### config.mk
export PLATFORM = sky130hd
export DESIGN_NAME = mips_multicycle_controller
export DESIGN_NICKNAME = d
export VERILOG_FILES = /design/src/rtl/mips_multicycle_controller.sv
export SDC_FILE = /design/constraint.sdc
export NUM_CORES = 1
export LEC_CHECK = 0
export CORE_UTILIZATION = 42
export DETAILED_ROUTE_END_ITERATION = 12
export PLACE_DENSITY = 0.92
export SLEW_MARGIN = 20
export SYNTH_ARGS = -nofsm -noshare
export SYNTH_HDL_FRONTEND = slang
export SYNTH_SLANG_ARGS = --single-unit
### constraint.sdc
create_clock -name Clk -period 4 [get_ports Clk]
set_input_delay 0.8 -clock Clk [delete_from_list [all_inputs] [get_ports Clk]]
set_output_delay 0.8 -clock Clk [all_outputs]
set_load 0.01 [all_outputs]
### src/rtl/mips_multicycle_controller.sv
// Multicycle MIPS control FSM with unified-memory handshake.
// Optional bne support is enabled by defining MIPS_BNE_EN.
module mips_multicycle_controller (
    input  logic       Clk,
    input  logic       Reset,
    input  logic [5:0] Op,
    input  logic [5:0] Funct,
    input  logic       Zero,
    input  logic       MemReady,
    output logic       IorD,
    output logic       IRWrite,
    output logic       MemWrite,
    output logic       RegDst,
    output logic       MemtoReg,
    output logic       RegWrite,
    output logic       ALUSrcA,
    output logic       PCEn,
    output logic [1:0] ALUSrcB,
    output logic [1:0] PCSrc,
    output logic [2:0] ALUControl,
    output logic [3:0] State
);

    typedef enum logic [3:0] {
        FETCH    = 4'd0,
        DECODE   = 4'd1,
        MEMADR   = 4'd2,
        MEMREAD  = 4'd3,
        MEMWB    = 4'd4,
        MEMWRITE = 4'd5,
        EXECUTE  = 4'd6,
        ALUWB    = 4'd7,
        BRANCH   = 4'd8,
        ADDIEXEC = 4'd9,
        ADDIWB   = 4'd10,
        JUMP     = 4'd11,
        BNEBR    = 4'd12
    } state_t;

    localparam logic [5:0] OP_LW   = 6'b100011;
    localparam logic [5:0] OP_SW   = 6'b101011;
    localparam logic [5:0] OP_RTYP = 6'b000000;
    localparam logic [5:0] OP_BEQ  = 6'b000100;
    localparam logic [5:0] OP_ADDI = 6'b001000;
    localparam logic [5:0] OP_J    = 6'b000010;
    localparam logic [5:0] OP_BNE  = 6'b000101;

    state_t     state;
    logic [1:0] alu_op;
    logic       ir_write;
    logic       mem_write;
    logic       reg_write;
    logic       pc_en;

    always_ff @(posedge Clk) begin
        if (!Reset) begin
            state <= FETCH;
        end else begin
            case (state)
                FETCH:    if (MemReady) state <= DECODE;
                DECODE: begin
                    case (Op)
                        OP_LW, OP_SW: state <= MEMADR;
                        OP_RTYP:      state <= EXECUTE;
                        OP_BEQ:       state <= BRANCH;
                        OP_ADDI:      state <= ADDIEXEC;
                        OP_J:         state <= JUMP;
`ifdef MIPS_BNE_EN
                        OP_BNE:       state <= BNEBR;
`endif
                        default:      state <= FETCH;
                    endcase
                end
                MEMADR:   state <= (Op == OP_SW) ? MEMWRITE : MEMREAD;
                MEMREAD:  if (MemReady) state <= MEMWB;
                MEMWB:    state <= FETCH;
                MEMWRITE: if (MemReady) state <= FETCH;
                EXECUTE:  state <= ALUWB;
                ALUWB:    state <= FETCH;
                BRANCH:   state <= FETCH;
                ADDIEXEC: state <= ADDIWB;
                ADDIWB:   state <= FETCH;
                JUMP:     state <= FETCH;
                default:  state <= FETCH;
            endcase
        end
    end

    always_comb begin
        IorD      = 1'b0;
        ir_write  = 1'b0;
        mem_write = 1'b0;
        RegDst    = 1'b0;
        MemtoReg  = 1'b0;
        reg_write = 1'b0;
        ALUSrcA   = 1'b0;
        pc_en     = 1'b0;
        ALUSrcB   = 2'b00;
        PCSrc     = 2'b00;
        alu_op    = 2'b00;
        case (state)
            FETCH: begin
                ALUSrcB  = 2'b01;
                ir_write = MemReady;
                pc_en    = MemReady;
            end
            DECODE:   ALUSrcB = 2'b11;
            MEMADR: begin
                ALUSrcA = 1'b1;
                ALUSrcB = 2'b10;
            end
            MEMREAD:  IorD = 1'b1;
            MEMWB: begin
                MemtoReg  = 1'b1;
                reg_write = 1'b1;
            end
            MEMWRITE: begin
                IorD      = 1'b1;
                mem_write = 1'b1;
            end
            EXECUTE: begin
                ALUSrcA = 1'b1;
                alu_op  = 2'b10;
            end
            ALUWB: begin
                RegDst    = 1'b1;
                reg_write = 1'b1;
            end
            BRANCH: begin
                ALUSrcA = 1'b1;
                alu_op  = 2'b01;
                PCSrc   = 2'b01;
                pc_en   = Zero;
            end
            ADDIEXEC: begin
                ALUSrcA = 1'b1;
                ALUSrcB = 2'b10;
            end
            ADDIWB:   reg_write = 1'b1;
            JUMP: begin
                PCSrc = 2'b10;
                pc_en = 1'b1;
            end
`ifdef MIPS_BNE_EN
            BNEBR: begin
                ALUSrcA = 1'b1;
                alu_op  = 2'b01;
                PCSrc   = 2'b01;
                pc_en   = ~Zero;
            end
`endif
            default: ;
        endcase
    end

    always_comb begin
        case (alu_op)
            2'b00:   ALUControl = 3'b010;
            2'b01:   ALUControl = 3'b110;
            2'b10: begin
                case (Funct)
                    6'b100000: ALUControl = 3'b010;
                    6'b100010: ALUControl = 3'b110;
                    6'b100100: ALUControl = 3'b000;
                    6'b100101: ALUControl = 3'b001;
                    6'b101010: ALUControl = 3'b111;
                    default:   ALUControl = 3'b010;
                endcase
            end
            default: ALUControl = 3'b010;
        endcase
    end

    // Enables are killed during reset even though FETCH would follow MemReady
    assign IRWrite  = ir_write & Reset;
    assign MemWrite = mem_write & Reset;
    assign RegWrite = reg_write & Reset;
    assign PCEn     = pc_en & Reset;
    assign State    = state;

endmodule

* After elaboration in Yosys (flattened, before gate mapping) *
Cells that the tools add are included.

operators by class
  equal/unequal tests = 25
  muxes and demuxes = 19
  bitwise gates (word level) = 4
  reduce and logical (&&, ||, !) cells = 8

operator list
  kind                count
  $eq 6x6->1 const B  6
  $pmux 4 s7          1
  $pmux 4 s5          1
  $eq 4x3->1 const B  4
  $eq 4x4->1 const B  4
  $mux 4              3
  $pmux 3 s4          1
  $eq 4x2->1 const B  2
  $pmux 2 s2          2
  $mux 1              7
  $eq 6x2->1 const B  1
  $eq 6x3->1 const B  1
  $eq 6x4->1 const B  1
  $logic_not 6->1     1
  $ne 2x2->1 const B  3
  $pmux 2 s3          1
  $pmux 3 s2          1
  $reduce_or 2->1     3
  $and 1x1->1         4
  $eq 4x1->1 const B  1
  $logic_not 4->1     1
  $reduce_or 4->1     1
  $mux 3              1
  $pmux 1 s3          1
  4 further kinds     4

word-level totals
  register bits after elaboration = 4
  output and inout bits = 19
  logic and storage cells = 57

* Longest topological paths before layout *
  depth after elaboration = 4
  gate-level depth with buffers = 8
  mapped depth without buffers = 7

* Worst setup path after synthesis *
OpenSTA, ideal clock, no wires.

  path type = register to output
  start point = register state[1] (netlist: State[1])
  end point = output port ALUControl[2]
  data arrival time = 1.460 ns
  data required time = 3.200 ns
  slack = 1.740 ns
  cell stages (with the launch flop) = 9
  buffers on the path = 2
  cell sequence = dfxtp_1 > buf_4 > buf_2 > nand3_1 > inv_1 > ha_1 > and3b_1 > a21oi_1 > nor2b_1

on the way
  cells in the longest elaborated chain, start to end = 4

ends and longest elaborated chain
  element                                          RTL line  RTL
  from (decl)                                      48        state_t state;
  from (signal assigned)                           74        MEMADR: state <= (Op == OP_SW) ? MEMWRITE : MEMREAD;
  $eq 4x4->1 / $eq 4x3->1 (equally long branches)  101       case (state)
  $pmux 2 s2 *                                     101
  $eq 2x2->1 / $eq 2x1->1 (equally long branches)  157       case (alu_op)
  $pmux 3 s2 *                                     157
  to (decl)                                        20        output logic [2:0] ALUControl,

Every way passes the cells marked *; elsewhere a longest branch is shown, timed or not.

* Worst setup path after layout *
  start point = register state[2] (netlist: State[2])
  end point = output port ALUControl[2]

The elaborated chain is that of the path after synthesis.

==> parameters.txt <==
Parameter                              Value

Outcome
  Outcome    complete, no violations

Synthesis
  Top cell type's share of synthesized area    between 10% and 20%
  Cell area after technology mapping    roughly 660 µm²
  Net count after synthesis    106
  Top post-synthesis cells by area    dfxtp_1 (12%), ha_1 (5.6%), nand3b_1 (4.5%)
  Prevailing post-synth register cell    dfxtp_1
  Largest family of logic cells by synthesized area    simple AND/OR/NAND/NOR gates
  Synthesized-area fraction occupied by xor and xnor cells    2.64%
  Most area-hungry cell type in the Yosys netlist    dfxtp_1
  Number of different library cells in the post-synthesis netlist    43
  Number of enable-type register cells in the synthesized netlist    0
  Mapped Avg Cell Area    7.64 µm²
  Post-synth ARST share    0%
  Number of synthesized register bits    4
  Gate count of the mapped netlist    between 80 and 90
  Synth Area in Adders    5.65%
  Yosys warnings    0
  Sequential fraction of the synthesis area    around 12%
  Proportion of synthesized area in mux cells    0%
  Simple logic cell fraction of the synthesized area    a little under half
  Synthesized-area fraction occupied by ao, oa, aoi and oai cells    about a quarter

Routing
  Vias    ~790
  Count of routing violations after the opening detailed-route iteration    22
  DRC violations left    0
  Vias per cell    5.90
  Average routed wire per standard cell    approximately 14 µm
  DRT antenna net count    0
  DR pass1 iterations    4
  Wirelength, routed    ~1800 µm

Power and ir drop
  Switching power total    41.0 µW
  Leakage power figure    between 0.0003 and 0.0004 µW
  Worst-case vdd ir drop    between 0.1 and 0.15 mV
  Internal power component    approximately 100 µW
  Combinational Power Share    between 30 and 40%
  Power per Cell Area    between 100 and 150 nW/µm²
  Seq pwr share    ~31%
  Switch share    between 20% and 30%
  Clock share of power    a little over a third

Critical path
  Category of cells accounting for the largest share of critical-path delay    flip-flops
  Data arrival, critical path    2.45 ns
  Kind of critical path    reg2out
  Crit. End Element    output pin
  Required @ worst endpoint    roughly 3.2 ns
  End of the critical path    ALUControl[2]
  Peak per-stage delay on the critical path    ~0.76 ns
  CP Max Fanout    22
  Crit start category    register
  Cells on worst reg2reg path    3
  Worst reg-to-reg setup slack    2.47 ns
  Startpoint of the worst setup timing path    State[2]
  Crit path depth    7
  Crit path buffers/inverters    2
  Terminus of the critical flop-to-flop path    State[0]
  Crit-path slowest cell    dfxtp_1
  Cell breakdown of the critical path    nand3_1 > inv_1 > ha_1 > and3b_1 > a21oi_1 > nor2b_1 > clkdlybuf4s50_1
  Launching point of the worst reg2reg path    State[1]

CTS
  Count of buffers added by post-CTS timing repair for setup    0
  Total CTS buffers    3
  Skew-Pair Late Insertion Delay    around 0.24 ns
  Sinks on Clock Net    4
  Post-CTS Hold Fix Bufs    0
  Bufs on Longest Clock Path    2
  Clock transition at the register clock pins on the worst setup and hold paths after CTS    about 0.04 ns
  Clk root buf    clkbuf_4
  Resized Gates After CTS    0
  Clock tree from TritonCTS    done
  Deepest level of the CTS H-tree    1

Timing
  Total Neg Setup Slack    0 ns
  Tmin final    between 3 and 4 ns
  Unrepaired setup endpoints after global routing    no
  Tightest slew margin relative to the limit    54.0%
  Slew @ Worst Pin    0.689 ns
  Fraction of the cycle the final worst path needs    81.2%
  Total setup violations reported at the end of the flow    0
  Final Hold Fails    0
  Setup skew after layout    between 0.004 and 0.005 ns
  Max-slew violation count    0
  Fmax    roughly 0.31 GHz
  Worst Slack Setup Final    approximately 0.75 ns

Global route
  Via count of the first global-routing pass    a little under 700
  Antenna violations before repair    0
  Maximum number of pins on one net before global-route repair    23
  Overflow after GRT    0
  Total GRT Usage    ~22%
  Global-route wire length before repair    3040 µm

Die
  Number of I/O pins    35
  Starting utilization of the core area    48.1%
  DIE AREA    1740 µm²
  Number of core rows    13
  Core ar.    ~1400 µm²
  Width of the chip    approximately 42 µm
  Overall die height    ~42 µm

Place
  Post-Place Cells    130
  Port Buf Inserts    34
  Estimated wirelength of the detail-placed design    around 1400 µm
  Setup slack at placement    a little over 0.8 ns
  Placer congestion estimate    slightly below 0.9

Finish
  Number of diodes    0
  Fraction of final layout cells with drive strength greater than 1    under 10%
  Synthesis-to-finish area growth    50.3%
  Nets@finish    ~140
  Number of flip-flops under the largest register name    4
  Final standard cell count with taps included and fillers excluded    133

Flow run
  Max capacitance violation total    0

Min path
  Hold Crit Class    reg2reg
-- stage by stage --
step | total power, µW | hold slack, ns | utilization [%] | cell area, µm²
after global routing | 156 | 0.835 | 72.2 | 998
after detailed placement | 93.3 | 0.786 | 70.6 | 976
after floorplan | 65.7 | 0.686 | - | 664
after global placement | 91.1 | 0.766 | 70.6 | 976
after CTS | 146 | 0.785 | 72.2 | 998
final | 144 | 0.795 | 72.2 | 998
-- logic make-up after synthesis --
logic type,after synthesis
fa+ha+maj,3
simple gates,46
compound gates,23
xor+xnor,2
buf+inv,9
flops,4
-- cell usage in the layout, fill, tap and decap left out, types with 2 or more instances in the layout --
cell,count
a31oi_1,2
and3_1,4
a21oi_1,5
nand2_1,5
nor3_1,4
o211ai_1,2
a21boi_1,2
nor3b_1,4
clkbuf_4,3
dfxtp_1,4
and2b_2,2
clkdlybuf4s50_1,34
nor2b_1,3
a21boi_0,2
nand3b_1,4
ha_1,3
nor2_1,7
nand2b_1,2
inv_1,3
-- worst min-delay path, cell delays in order (launching register included) --
cell,delay (ns)
dfxtp_1,0.45
a31oi_1,0.20
a21boi_0,0.09
-- synthesized netlist by cell type, types with 3 or more instances --
| cell type | n |
|---|---|
| nand3b_1 | 4 |
| nor2_1 | 7 |
| a21oi_1 | 5 |
| inv_1 | 3 |
| ha_1 | 3 |
| nor3_1 | 4 |
| nand2_1 | 5 |
| nor3b_1 | 4 |
| nor2b_1 | 3 |
| dfxtp_1 | 4 |
| and3_1 | 4 |
-- worst min path at each step --
stage / start / end / slack, ns / cells after the start
after floorplan: State[1] / State[2] / 0.69 / 3
after global placement: State[3] / State[3] / 0.77 / 2
after detailed placement: State[3] / State[3] / 0.79 / 2
after CTS: State[3] / State[3] / 0.79 / 2
after global routing: State[3] / State[3] / 0.84 / 2
final: State[3] / State[3] / 0.79 / 2
-- final cells by class --
cell class | instances | area (µm²)
sequential | 4 | 80.1
timing repair buffer | 34 | 340
multi-input combinational | 74 | 526
tap | 15 | 18.8
fill | 111 | 384
clock buffer | 3 | 22.5
inverter | 3 | 11.3
-- power groups by stage --
stage	combinational (µW)	sequential [µW]	clock [µW]
CTS	47.8	45.1	53.2
detailed placement	47.5	45.7	0
global route	51.8	45.5	58.7
floorplan	22.4	43.4	0
global placement	45.6	45.5	0
finish	47.9	45.1	51.2
-- per-layer routing --
layer	track usage, %	vias to the layer above	part of all wire [%]
li1	-	387	-
met1	25.1	369	40
met2	40.3	27	55
met3	3.04	2	4.2
met4	11.6	0	0.56
met5	0	-	0
No activity file was read; power rests on OpenSTA's default activity.
